[src/rtl/bus_sequencer_pkg.sv]
// bus_sequencer_pkg: shared types for the bus sequencer read-data path
package bus_sequencer_pkg;
    localparam int BYTES_PER_WORD = 4;
    typedef struct packed {
        logic [2:0]  nbytes;
        logic [31:0] data;
    } rdata_word_t;
endpackage

[src/rtl/bus_seq_sync_fifo.sv]
// bus_seq_sync_fifo: single-clock first-word-fall-through FIFO with level
module bus_seq_sync_fifo #(
    parameter int WIDTH = 35,
    parameter int DEPTH = 8,
    localparam int AW = $clog2(DEPTH)
) (
    input  logic             clk,
    input  logic             rst,
    input  logic             push,
    input  logic [WIDTH-1:0] wdata,
    input  logic             pop,
    output logic [WIDTH-1:0] rdata,
    output logic             full,
    output logic             empty,
    output logic [AW:0]      level
);
    logic [WIDTH-1:0] mem [DEPTH];
    logic [AW-1:0]    wr_ptr, rd_ptr;
    logic             do_push, do_pop;
    always_comb begin
        full    = level == (AW+1)'(DEPTH);
        empty   = level == '0;
        do_pop  = pop && !empty;
        // a full FIFO still accepts a write when the head leaves in the same cycle
        do_push = push && (!full || do_pop);
        rdata   = empty ? '0 : mem[rd_ptr];
    end
    always_ff @(posedge clk) begin
        if (do_push)
            mem[wr_ptr] <= wdata;
    end
    always_ff @(posedge clk) begin
        if (rst) begin
            wr_ptr <= '0;
            rd_ptr <= '0;
            level  <= '0;
        end else begin
            if (do_push)
                wr_ptr <= wr_ptr + 1'b1;
            if (do_pop)
                rd_ptr <= rd_ptr + 1'b1;
            level <= level + {{AW{1'b0}}, do_push} - {{AW{1'b0}}, do_pop};
        end
    end
endmodule

[src/rtl/bus_seq_rdata_packer.sv]
// bus_seq_rdata_packer: packs sequencer read bytes into 32-bit words behind a FWFT FIFO
module bus_seq_rdata_packer
    import bus_sequencer_pkg::*;
#(
    parameter int FIFO_DEPTH = 8,
    parameter     BYTE_ORDER = "LSB_FIRST"
) (
    input  logic                          clk_i,
    input  logic                          nrst_i,
    input  logic [7:0]                    bus_data_i,
    input  logic                          bus_data_valid_i,
    input  logic                          seq_ready_i,
    input  logic                          clear_i,
    output logic [31:0]                   word_o,
    output logic [2:0]                    word_nbytes_o,
    output logic                          word_valid_o,
    input  logic                          word_ready_i,
    output logic [$clog2(FIFO_DEPTH):0]   level_o,
    output logic                          overflow_o
);
    localparam bit LSB = BYTE_ORDER == "LSB_FIRST";
    logic        clr, prev_ready, overflow, flush, push, full, empty;
    logic [1:0]  count, lane;
    logic [2:0]  new_cnt;
    logic [23:0] hold;
    logic [31:0] held, merged;
    rdata_word_t push_word, head;
    always_comb begin
        clr       = !nrst_i || clear_i;
        held      = LSB ? {8'h00, hold} : {hold, 8'h00};
        lane      = LSB ? count : 2'd3 - count;
        merged    = held | (bus_data_valid_i ? {24'h0, bus_data_i} << {lane, 3'b000} : 32'h0);
        new_cnt   = {1'b0, count} + {2'b00, bus_data_valid_i};
        flush     = seq_ready_i && !prev_ready;
        // a same-cycle byte is counted before deciding, so a completing byte yields one push
        push      = new_cnt == 3'(BYTES_PER_WORD) || (flush && new_cnt != 3'd0);
        push_word = '{nbytes: new_cnt, data: merged};
    end
    always_ff @(posedge clk_i) begin
        if (clr) begin
            count      <= '0;
            hold       <= '0;
            prev_ready <= 1'b1;
            overflow   <= 1'b0;
        end else begin
            prev_ready <= seq_ready_i;
            if (push) begin
                count <= '0;
                hold  <= '0;
            end else if (bus_data_valid_i) begin
                count <= new_cnt[1:0];
                hold  <= LSB ? merged[23:0] : merged[31:8];
            end
            if (push && full && !word_ready_i)
                overflow <= 1'b1;
        end
    end
    bus_seq_sync_fifo #(.WIDTH($bits(rdata_word_t)), .DEPTH(FIFO_DEPTH)) u_fifo (
        .clk   (clk_i),
        .rst   (clr),
        .push  (push && !clr),
        .wdata (push_word),
        .pop   (word_ready_i),
        .rdata (head),
        .full  (full),
        .empty (empty),
        .level (level_o)
    );
    assign word_o        = head.data;
    assign word_nbytes_o = head.nbytes;
    assign word_valid_o  = !empty;
    assign overflow_o    = overflow;
endmodule

[config.mk]
export PLATFORM = sky130hd
export DESIGN_NAME = bus_seq_rdata_packer
export DESIGN_NICKNAME = d
export VERILOG_FILES = /design/src/rtl/bus_sequencer_pkg.sv /design/src/rtl/bus_seq_sync_fifo.sv /design/src/rtl/bus_seq_rdata_packer.sv
export SDC_FILE = /design/constraint.sdc
export NUM_CORES = 1
export LEC_CHECK = 0
export ABC_CLOCK_PERIOD_IN_PS = 5000
export CAP_MARGIN = 20
export CORE_MARGIN = 3
export CORE_UTILIZATION = 45
export DETAILED_ROUTE_END_ITERATION = 10
export GPL_ROUTABILITY_DRIVEN = 0
export PLACE_DENSITY = 0.75
export SYNTH_ARGS = -nofsm -noshare
export SYNTH_HDL_FRONTEND = slang
export SYNTH_SLANG_ARGS = --single-unit
export TNS_END_PERCENT = 5
[constraint.sdc]
create_clock -name clk_i -period 5 [get_ports clk_i]
set_input_delay 1 -clock clk_i [delete_from_list [all_inputs] [get_ports clk_i]]
set_output_delay 1 -clock clk_i [all_outputs]
set_load 0.01 [all_outputs]
==> key figures, run 1 <==
Power
  • Clock share of power: 0.360
  • Combinational Power Share: 0.175
  • Flop pwr share: 0.465
  • Maximum VDD drop: 0.0003668 V
  • Switching Share: 0.2358
  • Cell internal pwr: 0.004833 W
  • Switching power: 0.001492 W
  • Cell area power density: 435.3 nW/µm²
  • Leak pwr: 4.660 nW

Final layout
  • Layout cell share with drive strength beyond 1: 0.2134
  • Design area: 14530 µm²
  • Filler instances: 2066
  • Ant diodes: 0
  • # nets final: 732
  • Layout area overhead: 16.67%

Clocking
  • Clk slew on worst S/H paths: 0.06 ns
  • Post-CTS Resized: 0
  • Clock buffer depth: 3
  • H-tree levels: 1
  • Post-CTS setup buffers: 0
  • Hold bufs inserted after CTS: 0
  • CTS tree: built
  • CTS Buf Count: 31
  • Sink Count: 321
  • Clock Tree Root: clkbuf_16
  • Worst skew pair latency: 0.55 ns

Synth
  • YS warnings: 0
  • Synth Register Bits: 321
  • Post-synthesis cell count: 633
  • Sequential area share after synthesis: 0.7412
  • Post-synthesis cell area: 12450 µm²
  • Distinct cell type count after synthesis: 40
  • Synth Net Count: 658
  • Avg Cell Area, Syn: 19.67 µm²

Timing
  • Fin. max-slew vios: 0
  • Highest clock rate: 0.2470 GHz
  • Worst Skew: 0.01317 ns
  • RSZ-0062 raised after global routing: no
  • Period utilization: 0.8096
  • Final Hold Viols: 0
  • Min Clock Period, post-route: 4.048 ns
  • Worst-Margin Slew: 0.8577 ns
  • Final setup TNS: 0 ns
  • Relative slew slack: 0.4282
  • Final setup violation count: 0

Run status
  • Outcome: finished clean

Setup path
  • Cell count of the worst reg-to-reg path: 12
  • Worst Path Arrival: 3.05 ns
  • Maximum fanout along the worst path: 42
  • Worst R2R Start: u_fifo.level[2]
  • CP Cell Sequence: buf_12 > mux4_2 > mux2i_1 > nor2_1 > clkdlybuf4s50_1
  • Crit end category: output port
  • CP Data Required Time: 4.00 ns
  • Worst path top cell family by delay: buffers and inverters
  • R2r setup slk: 1.97 ns
  • Buf+Inv Stages, Crit Path: 2
  • Crit start category: register
  • Crit Reg-Reg Endpoint: u_fifo.level[2]
  • Crit-path slowest cell: dfxtp_2
  • Critical path's largest stage delay: 0.85 ns
  • Critical Setup Path Class: reg2out

Routing
  • DR iter-0 viols: 565
  • Vias per inst: 5.505
  • Drt wl/cell: 22.44 µm
  • Top layer in use: met4
  • Wire length on met2: 12360 µm
  • Pre-antenna DRT Iters: 7
  • Post-DRT Antenna Nets: 0
  • Vias: 6072
  • M1 wire length: 10500 µm
  • Met3 routed WL: 1367 µm
  • Drt total wl: 24750 µm
  • Residual DRC: 0

Place
  • # port buffers: 54
  • Post-DP Area: 13520 µm²
  • Post-detail-place hpwl: 15030 µm

GRT
  • Total track usage: 0.1701
  • Vias in the first global route: 6440
  • Antenna violations before repair: 0
  • First-pass GRT wire length: 38190 µm
  • Pin count of the biggest net entering global routing: 43
  • GRT Residual Overflow: 0

Die
  • Core area: 27100 µm²
  • Row count: 60
  • Starting Density: 0.4595
  • Die Wd: 172.3 µm
  • # IOs: 55
  • Die ar.: 29700 µm²
  • Die H: 172.3 µm

Worst hold path
  • HP Class: reg2reg
  • Hold Path Depth: 2
  • Beginning of the worst hold path: u_fifo.rd_ptr[2]

Run
  • Max_cap viols: 0
[power groups by stage]
stage	clock network [W]	logic (W)	registers [W]
6_report	0.00228	0.00111	0.00294
5_1_grt	0.00241	0.00121	0.00294
4_1_cts	0.00232	0.00114	0.00294
3_5_place_dp	0	0.00113	0.00300
3_3_place_gp	0	0.00111	0.00300
2_1_floorplan	0	0.000596	0.00297
[placed cells by master, fill, tap and decap left out, types with 10 or more instances in the layout]
master,instances
edfxtp_1,280
mux4_2,70
clkdlybuf4s50_1,54
nor2_1,48
mux2i_1,39
dfxtp_1,38
clkbuf_16,31
a21o_1,25
and3_1,17
buf_4,13
and2_1,10
nor2b_1,10
ha_1,10
[sequential cells by signal, summed over array words and instances, names as in the netlist, named ones only]
| signal | count |
|---|---|
| u_fifo.wr_ptr | 3 |
| count | 2 |
| overflow_o | 1 |
| u_fifo.mem | 280 |
| hold | 24 |
| prev_ready | 1 |
| u_fifo.level | 4 |
| u_fifo.rd_ptr | 3 |
[worst max-delay path by stage]
stage / cells after the start / slack [ns] / from / end
final: 5 / 0.95 / register / word_o[2]
after CTS: 5 / 0.86 / register / word_o[0]
after global placement: 8 / 0.88 / bus_data_valid_i / u_fifo.mem[7][25]
after detailed placement: 8 / 0.74 / bus_data_valid_i / u_fifo.mem[7][31]
after floorplan: 6 / 0.03 / bus_data_valid_i / u_fifo.mem[1][0]
after global routing: 5 / 0.73 / register / word_o[0]
[per-stage QoR]
step / power (W) / hold slack, ns / util / instances / setup slack, ns
final: 0.006325 / 0.5373 / 0.5361 / 1103 / 0.9521
after CTS: 0.006396 / 0.5273 / 0.5361 / 1103 / 0.8572
after global routing: 0.006573 / 0.5685 / 0.5361 / 1103 / 0.7272
after global placement: 0.004105 / 0.5056 / 0.4989 / 1046 / 0.8798
after detailed placement: 0.004129 / 0.5106 / 0.4989 / 1046 / 0.7419
after floorplan: 0.003570 / 0.4847 / - / 633 / 0.03012
[routing by layer]
metal / GRT usage / up-vias
met5: 0 / -
li1: - / 2673
met2: 0.2828 / 205
met1: 0.2386 / 3157
met4: 0.04269 / 0
met3: 0.02652 / 37
[cells in the mapped netlist]
cell type	number	share of area
edfxtp_1	280	0.68
nand2_2	1	0.00050
nand4_1	1	0.00050
or3_1	1	0.00050
nor2_2	2	0.0010
nor2_1	53	0.016
inv_2	1	0.00030
buf_6	8	0.0072
mux4_2	70	0.13
nor3_1	2	0.00080
o21ai_0	2	0.00080
inv_1	7	0.0021
xor2_1	2	0.0014
nor2b_2	1	0.00070
ha_1	10	0.010
nor2b_1	10	0.0050
and3_1	18	0.0090
nand3_1	2	0.00080
a41o_1	1	0.00080
and2_1	10	0.0050
buf_2	13	0.0052
buf_4	1	0.00060
nand2b_4	1	0.0011
buf_1	1	0.00030
xnor2_1	2	0.0014
a21oi_1	4	0.0016
and3b_1	1	0.00070
dfxtp_1	41	0.066
clkbuf_1	8	0.0024
fa_1	1	0.0016
nand2b_1	5	0.0025
nand2_1	3	0.00090
nor3b_2	1	0.0010
or3b_2	1	0.00070
a31oi_1	1	0.00050
mux2_2	1	0.00090
nor3_2	1	0.00080
mux2i_1	39	0.031
a21o_1	25	0.015
or4_4	1	0.00090
[worst min-delay path, stage by stage, from the launching register on]
cell	delay, ns
dfxtp_1	0.34
xor2_1	0.07
nor2_1	0.09
[layout make-up]
type / count / area [µm²] / share of cell area
clock buffers: 40 / 839.6 / 0.05779
clock inverters: 17 / 167.7 / 0.01154
inverters: 8 / 30.03 / 0.002067
multi-input cells: 273 / 3052 / 0.2101
flip-flops and latches: 321 / 9235 / 0.6357
well taps: 372 / 465.4 / 0.03204
repair buffers: 72 / 738.2 / 0.05081
[cells by family after synthesis]
family / share of synthesized area
xor+xnor: 0.002814
fa+ha+maj: 0.01166
mux: 0.1589
flops: 0.7412
buf+inv: 0.01819
compound gates: 0.01879
simple gates: 0.04853
(Power assumes the default switching activity.)
==> run 2: changes to the inputs <==
--- a/config.mk
+++ b/config.mk
@@ -5,13 +5,13 @@
 export SDC_FILE = /design/constraint.sdc
 export NUM_CORES = 1
 export LEC_CHECK = 0
-export ABC_CLOCK_PERIOD_IN_PS = 5000
+export ABC_CLOCK_PERIOD_IN_PS = 3900
 export CAP_MARGIN = 20
 export CORE_MARGIN = 3
 export CORE_UTILIZATION = 45
 export DETAILED_ROUTE_END_ITERATION = 10
 export GPL_ROUTABILITY_DRIVEN = 0
-export PLACE_DENSITY = 0.75
+export PLACE_DENSITY = 0.72
 export SYNTH_ARGS = -nofsm -noshare
 export SYNTH_HDL_FRONTEND = slang
 export SYNTH_SLANG_ARGS = --single-unit
==> constraint.sdc (replaced) <==
create_clock -name clk_i -period 3.9 [get_ports clk_i]
set_input_delay 0.78 -clock clk_i [delete_from_list [all_inputs] [get_ports clk_i]]
set_output_delay 0.78 -clock clk_i [all_outputs]
set_load 0.01 [all_outputs]
==> key figures, run 2 (synthesis results as in run 1) <==
Run status
  • Outcome: finished clean

Routing
  • Drt total wl: 24550 µm (-0.80%)
  • Drt wl/cell: 22.10 µm (-1.5%)
  • Vias per inst: 5.447 (-1.0%)
  • DR iter-0 viols: 532 (-5.8%)
  • Residual DRC: 0 (unchanged)
  • Pre-antenna DRT Iters: 4 (-3)
  • Post-DRT Antenna Nets: 0 (unchanged)
  • Vias: 6052 (-0.33%)

Timing
  • Final setup violation count: 0 (unchanged)
  • Period utilization: 0.9136
  • Hold_ws: 0.5214 ns (-0.01582 ns)
  • Highest clock rate: 0.2806 GHz
  • Worst-Margin Slew: 0.8211 ns (-0.03660 ns)
  • Fin. max-slew vios: 0 (unchanged)
  • RSZ-0062 raised after global routing: no
  • Final Hold Viols: 0 (unchanged)
  • Worst Skew: 0.01036 ns (-0.002810 ns)
  • Min Clock Period, post-route: 3.563 ns
  • Relative slew slack: 0.4526 (+0.02440)

Setup path
  • Critical Setup Path Class: reg2out
  • CP Cell Sequence: buf_4 > mux4_2 > mux2i_1 > nor2_1 > clkdlybuf4s50_1
  • Worst Path Arrival: 2.78 ns (-0.27 ns)
  • Crit end category: output port
  • CP Data Required Time: 3.12 ns (-0.88 ns)
  • Worst path top cell family by delay: buffers and inverters
  • Buf+Inv Stages, Crit Path: 2 (unchanged)
  • Critical path's largest stage delay: 0.55 ns (-0.30 ns)
  • Crit-path slowest cell: mux4_2
  • Maximum fanout along the worst path: 18 (-57%)
  • Crit start category: register

Final layout
  • Biggest regs: u_fifo.mem (280), hold (24), u_fifo.level (4)
  • Biggest register: u_fifo.mem
  • Commonest cells after routing, fill and taps aside: 280 x edfxtp_1, 70 x mux4_2, 54 x clkdlybuf4s50_1, 48 x nor2_1, 39 x mux2i_1
  • Max FFs per register: 280 (unchanged)
  • Layout area overhead: 17.39%
  • Ant diodes: 0 (unchanged)
  • Final cell count without fillers: 1111 (+0.73%)
  • Most common library cell in the layout ignoring fill and taps: edfxtp_1
  • Final core utilization: 0.5394 (+0.003324)
  • # nets final: 740 (+1.1%)
  • Layout cell share with drive strength beyond 1: 0.2179 (+0.004456)

Power
  • Maximum VDD drop: 0.0005560 V (+52%)
  • Leak pwr: 4.698 nW (+0.80%)
  • Cell area power density: 553.3 nW/µm² (+27%)

GRT
  • Antenna violations before repair: 0 (unchanged)
  • GRT Residual Overflow: 0 (unchanged)
  • First-pass GRT wire length: 38580 µm (+1.0%)
  • Vias in the first global route: 6555 (+1.8%)
  • Pin count of the biggest net entering global routing: 71 (+65%)
  • Total track usage: 0.1717 (+0.001590)

Worst hold path
  • HP Class: reg2reg

Die
  • Row count: 60 (unchanged)
  • Starting Density: 0.4595 (unchanged)
  • # IOs: 55 (unchanged)
  • Die H: 172.3 µm (unchanged)
  • Die ar.: 29700 µm² (unchanged)
  • Core area: 27100 µm² (unchanged)
  • Die Wd: 172.3 µm (unchanged)

Run
  • Max_cap viols: 0 (unchanged)

Place
  • Post-detail-place hpwl: 15070 µm (+0.30%)
  • # port buffers: 54 (unchanged)
  • Placed Cells: 1054 (+0.76%)

Clocking
  • Hold bufs inserted after CTS: 0 (unchanged)
  • H-tree levels: 1 (unchanged)
  • Post-CTS setup buffers: 0 (unchanged)
  • Post-CTS Resized: 0 (unchanged)
  • Clock buffer depth: 3 (unchanged)
  • CTS Buf Count: 31 (unchanged)
  • CTS tree: built
  • Clk slew on worst S/H paths: 0.06 ns (about the same)
  • Clock Tree Root: clkbuf_16
  • Worst skew pair latency: 0.54 ns (about the same)
  • Sink Count: 321 (unchanged)
[run 2: changes by cell type in the layout (fill, tap and decap cells not counted), sizes merged]
cell,previous run,this run
buf,18,26
bufinv,3,4
clkbuf,40,34
clkinv,11,16
[run 2: layout make-up]
type / instances / area [µm²]
repair buffers: 80 / 835.8
fillers: 2091 / 12480
flip-flops and latches: 321 / 9235
clock inverters: 23 / 206.4
multi-input cells: 273 / 3058
well taps: 372 / 465.4
clock buffers: 34 / 787.0
inverters: 8 / 30.03
[run 2: layer usage]
metal  up-vias  part of all wire  global-route usage
li1       2685                 -                   -
met1      3129              0.42              0.2364
met2       199              0.50              0.2906
met3        39             0.060             0.02583
met4         0             0.023             0.04408
met5         -                 0                   0
[run 2: worst paths after layout]
kind                                      start         endpoint  slack (ns)  cells past startpoint
worst min register to register       overflow_o       overflow_o        0.52                      2
worst max-delay path                   register        word_o[1]        0.34                      5
worst min-delay path                 overflow_o       overflow_o        0.52                      2
worst max register to register  u_fifo.level[2]  u_fifo.level[2]        0.92                     12
[run 2: where the power goes]
| part | total [W] | switching (W) | internal, W |
|---|---|---|---|
| registers | 0.00375 | 0.0000259 | 0.00373 |
| logic | 0.00142 | 0.000667 | 0.000757 |
| clock network | 0.00291 | 0.00121 | 0.00171 |
[run 2: worst min-delay path: cells and delay by family, from the launching register on]
| kind | cells | cell delay [ns] |
|---|---|---|
| DFF | 1 | 0.36 |
| AOI/OAI and AO/OA | 1 | 0.06 |
| and+or+nand+nor | 1 | 0.07 |
[run 2: stage by stage]
stage          setup TNS, ns  setup slack [ns]  cell area [µm²]  total power (W)
2_1_floorplan         -11.70           -0.1505            12460         0.004578
3_3_place_gp               0            0.3575            13620         0.005266
3_5_place_dp               0            0.3103            13620         0.005281
4_1_cts                    0            0.2539            14620         0.008188
5_1_grt                    0            0.1667            14620         0.008421
6_report                   0            0.3368            14620         0.008088
==> run 3: changes to the inputs <==
--- a/config.mk
+++ b/config.mk
@@ -8,10 +8,11 @@
 export ABC_CLOCK_PERIOD_IN_PS = 3900
 export CAP_MARGIN = 20
 export CORE_MARGIN = 3
-export CORE_UTILIZATION = 45
+export CORE_UTILIZATION = 55
 export DETAILED_ROUTE_END_ITERATION = 10
 export GPL_ROUTABILITY_DRIVEN = 0
-export PLACE_DENSITY = 0.72
+export PLACE_DENSITY = 0.73
+export RECOVER_POWER = 100
 export SYNTH_ARGS = -nofsm -noshare
 export SYNTH_HDL_FRONTEND = slang
 export SYNTH_SLANG_ARGS = --single-unit
==> key figures, run 3 (synthesis results as in run 1) <==
Run status
  • Outcome: finished clean

Place
  • # port buffers: 54 (unchanged)
  • Post-detail-place hpwl: 15000 µm (-0.50%)
  • Post-Place Setup Slack: 0.3185 ns (+0.008203 ns)

Setup path
  • R2r setup slk: 0.70 ns (-0.22 ns)
  • CP Data Required Time: 3.12 ns (about the same)
  • CP Cell Sequence: buf_4 > mux4_2 > mux2i_1 > nor2_1 > clkdlybuf4s50_1
  • Worst path top cell family by delay: buffers and inverters
  • Cell count of the worst reg-to-reg path: 13 (+1)
  • Crit Reg-Reg Endpoint: u_fifo.level[2]
  • Worst Path Arrival: 2.87 ns (+0.09 ns)
  • Buf+Inv Stages, Crit Path: 2 (unchanged)
  • Maximum fanout along the worst path: 27 (+9)
  • Crit start category: register
  • Crit end category: output port
  • Crit-path slowest cell: dfxtp_2
  • Worst R2R Start: u_fifo.level[2]
  • Critical path's largest stage delay: 0.57 ns (+0.02 ns)
  • Critical Setup Path Class: reg2out

Timing
  • Final setup TNS: 0 ns (unchanged)
  • Min Clock Period, post-route: 3.647 ns (+0.08342 ns)
  • RSZ-0062 raised after global routing: no
  • Final setup violation count: 0 (unchanged)
  • Min setup slack post-route: 0.2534 ns (-0.08341 ns)
  • Worst-Margin Slew: 1.256 ns (+0.4351 ns)
  • Final Hold Viols: 0 (unchanged)
  • Period utilization: 0.9350 (+0.02139)
  • Worst Skew: 0.02061 ns (+0.01026 ns)
  • Fin. max-slew vios: 0 (unchanged)
  • Relative slew slack: 0.1607 (-0.2919)
  • Highest clock rate: 0.2742 GHz (-2.3%)

Die
  • Core area: 22030 µm² (-19%)
  • Die H: 156.5 µm (-9.2%)
  • Starting Density: 0.5653 (+0.1059)
  • Die ar.: 24480 µm² (-18%)
  • Row count: 54 (-10%)
  • Die Wd: 156.5 µm (-9.2%)
  • # IOs: 55 (unchanged)

GRT
  • Vias in the first global route: 6549 (-0.092%)
  • First-pass GRT wire length: 39330 µm (+1.9%)
  • Antenna violations before repair: 0 (unchanged)
  • Total track usage: 0.2162 (+0.04456)
  • GRT Residual Overflow: 0 (unchanged)
  • Pin count of the biggest net entering global routing: 36 (-49%)

Power
  • Maximum VDD drop: 0.0003839 V (-31%)
  • Cell area power density: 590.6 nW/µm² (+6.7%)
  • Leak pwr: 4.858 nW (+3.4%)

Final layout
  • Most common library cell in the layout ignoring fill and taps: edfxtp_1
  • Layout cell share with drive strength beyond 1: 0.2062 (-0.01166)
  • Layout area overhead: 17.34% (about the same)
  • Biggest regs: u_fifo.mem (280), hold (24), u_fifo.level (4)
  • Max FFs per register: 280 (unchanged)
  • Commonest cells after routing, fill and taps aside: 280 x edfxtp_1, 70 x mux4_2, 49 x nor2_1, 39 x mux2i_1, 38 x dfxtp_1
  • # nets final: 742 (+0.27%)
  • Ant diodes: 0 (unchanged)
  • Biggest register: u_fifo.mem

Worst hold path
  • Hold Path End: overflow_o
  • Hold Path Depth: 2 (unchanged)
  • HP Class: reg2reg
  • Beginning of the worst hold path: overflow_o

Clocking
  • Hold bufs inserted after CTS: 0 (unchanged)
  • CTS tree: built
  • Clock buffer depth: 3 (unchanged)
  • H-tree levels: 2 (+1)
  • Sink Count: 321 (unchanged)
  • Post-CTS setup buffers: 0 (unchanged)
  • Worst skew pair latency: 0.51 ns (-0.03 ns)
  • Post-CTS Resized: 0 (unchanged)
  • CTS Buf Count: 34 (+9.7%)
  • Clk slew on worst S/H paths: 0.06 ns (about the same)
  • Clock Tree Root: clkbuf_16

Routing
  • Drt wl/cell: 24.69 µm (+12%)
  • Vias: 6154 (+1.7%)
  • Pre-antenna DRT Iters: 5 (+1)
  • Vias per inst: 6.022 (+11%)
  • Post-DRT Antenna Nets: 0 (unchanged)
  • Drt total wl: 25230 µm (+2.8%)
  • DR iter-0 viols: 647 (+22%)
  • Residual DRC: 0 (unchanged)

Run
  • Max_cap viols: 0 (unchanged)
-- run 3: changes by cell type in the layout (fill, tap and decap cells not counted), moves of 5 or more --
| cell | delta |
|---|---|
| and2_0 | +10 |
| dlygate4sd3_1 | +33 |
| clkbuf_1 | +10 |
| clkbuf_4 | +5 |
| clkinv_1 | -8 |
| clkdlybuf4s50_1 | -33 |
| and2_1 | -10 |
| buf_4 | -16 |
| clkbuf_2 | +5 |
-- run 3: area by class of cell --
type	count	area, µm²
inverter	8	30.03
clock inverter	17	292.8
clock buffer	44	950.9
sequential	321	9235
multi-input combinational	273	3020
fill	1464	7415
timing repair buffer	79	732.0
tap	280	350.3
-- run 3: routing by layer --
layer / share of wire / GRT usage / vias up
li1: - / - / 2680
met1: 0.42 / 0.3043 / 3217
met3: 0.061 / 0.04176 / 43
met4: 0.022 / 0.05294 / 0
met2: 0.49 / 0.3564 / 214
met5: 0 / 0 / -
-- run 3: stage by stage --
step | instance area [µm²] | hold WS (ns) | power, W | utilization | cells
global placement | 13540 | 0.4884 | 0.005279 | 0.6146 | 961
CTS | 14780 | 0.5065 | 0.008816 | 0.6711 | 1022
finish | 14610 | 0.5024 | 0.008630 | 0.6634 | 1022
global route | 14610 | 0.5550 | 0.008968 | 0.6634 | 1022
floorplan | 12460 | 0.4847 | 0.004578 | - | 633
detailed placement | 13540 | 0.4764 | 0.005303 | 0.6146 | 961
-- run 3: worst max path at each step --
stage                              endpoint  depth (start not counted)
after floorplan            u_fifo.mem[2][0]                          6
after global placement    u_fifo.mem[2][31]                          8
after detailed placement  u_fifo.mem[2][27]                          8
after CTS                         word_o[1]                          5
after global routing             word_o[13]                          5
final                             word_o[2]                          5
-- run 3: where the power goes --
part	switching (W)	internal [W]	total, W
Clock	0.00126	0.00226	0.00352
Combinational	0.000675	0.000686	0.00136
Sequential	0.0000259	0.00373	0.00375
Total	0.00196	0.00667	0.00863
-- run 3: worst min-delay path: cells and delay by family, from the launching register on --
family,cells,cell delay (ns)
flip-flops,1,0.34
AO/OA/AOI/OAI,1,0.05
AND/OR/NAND/NOR,1,0.08
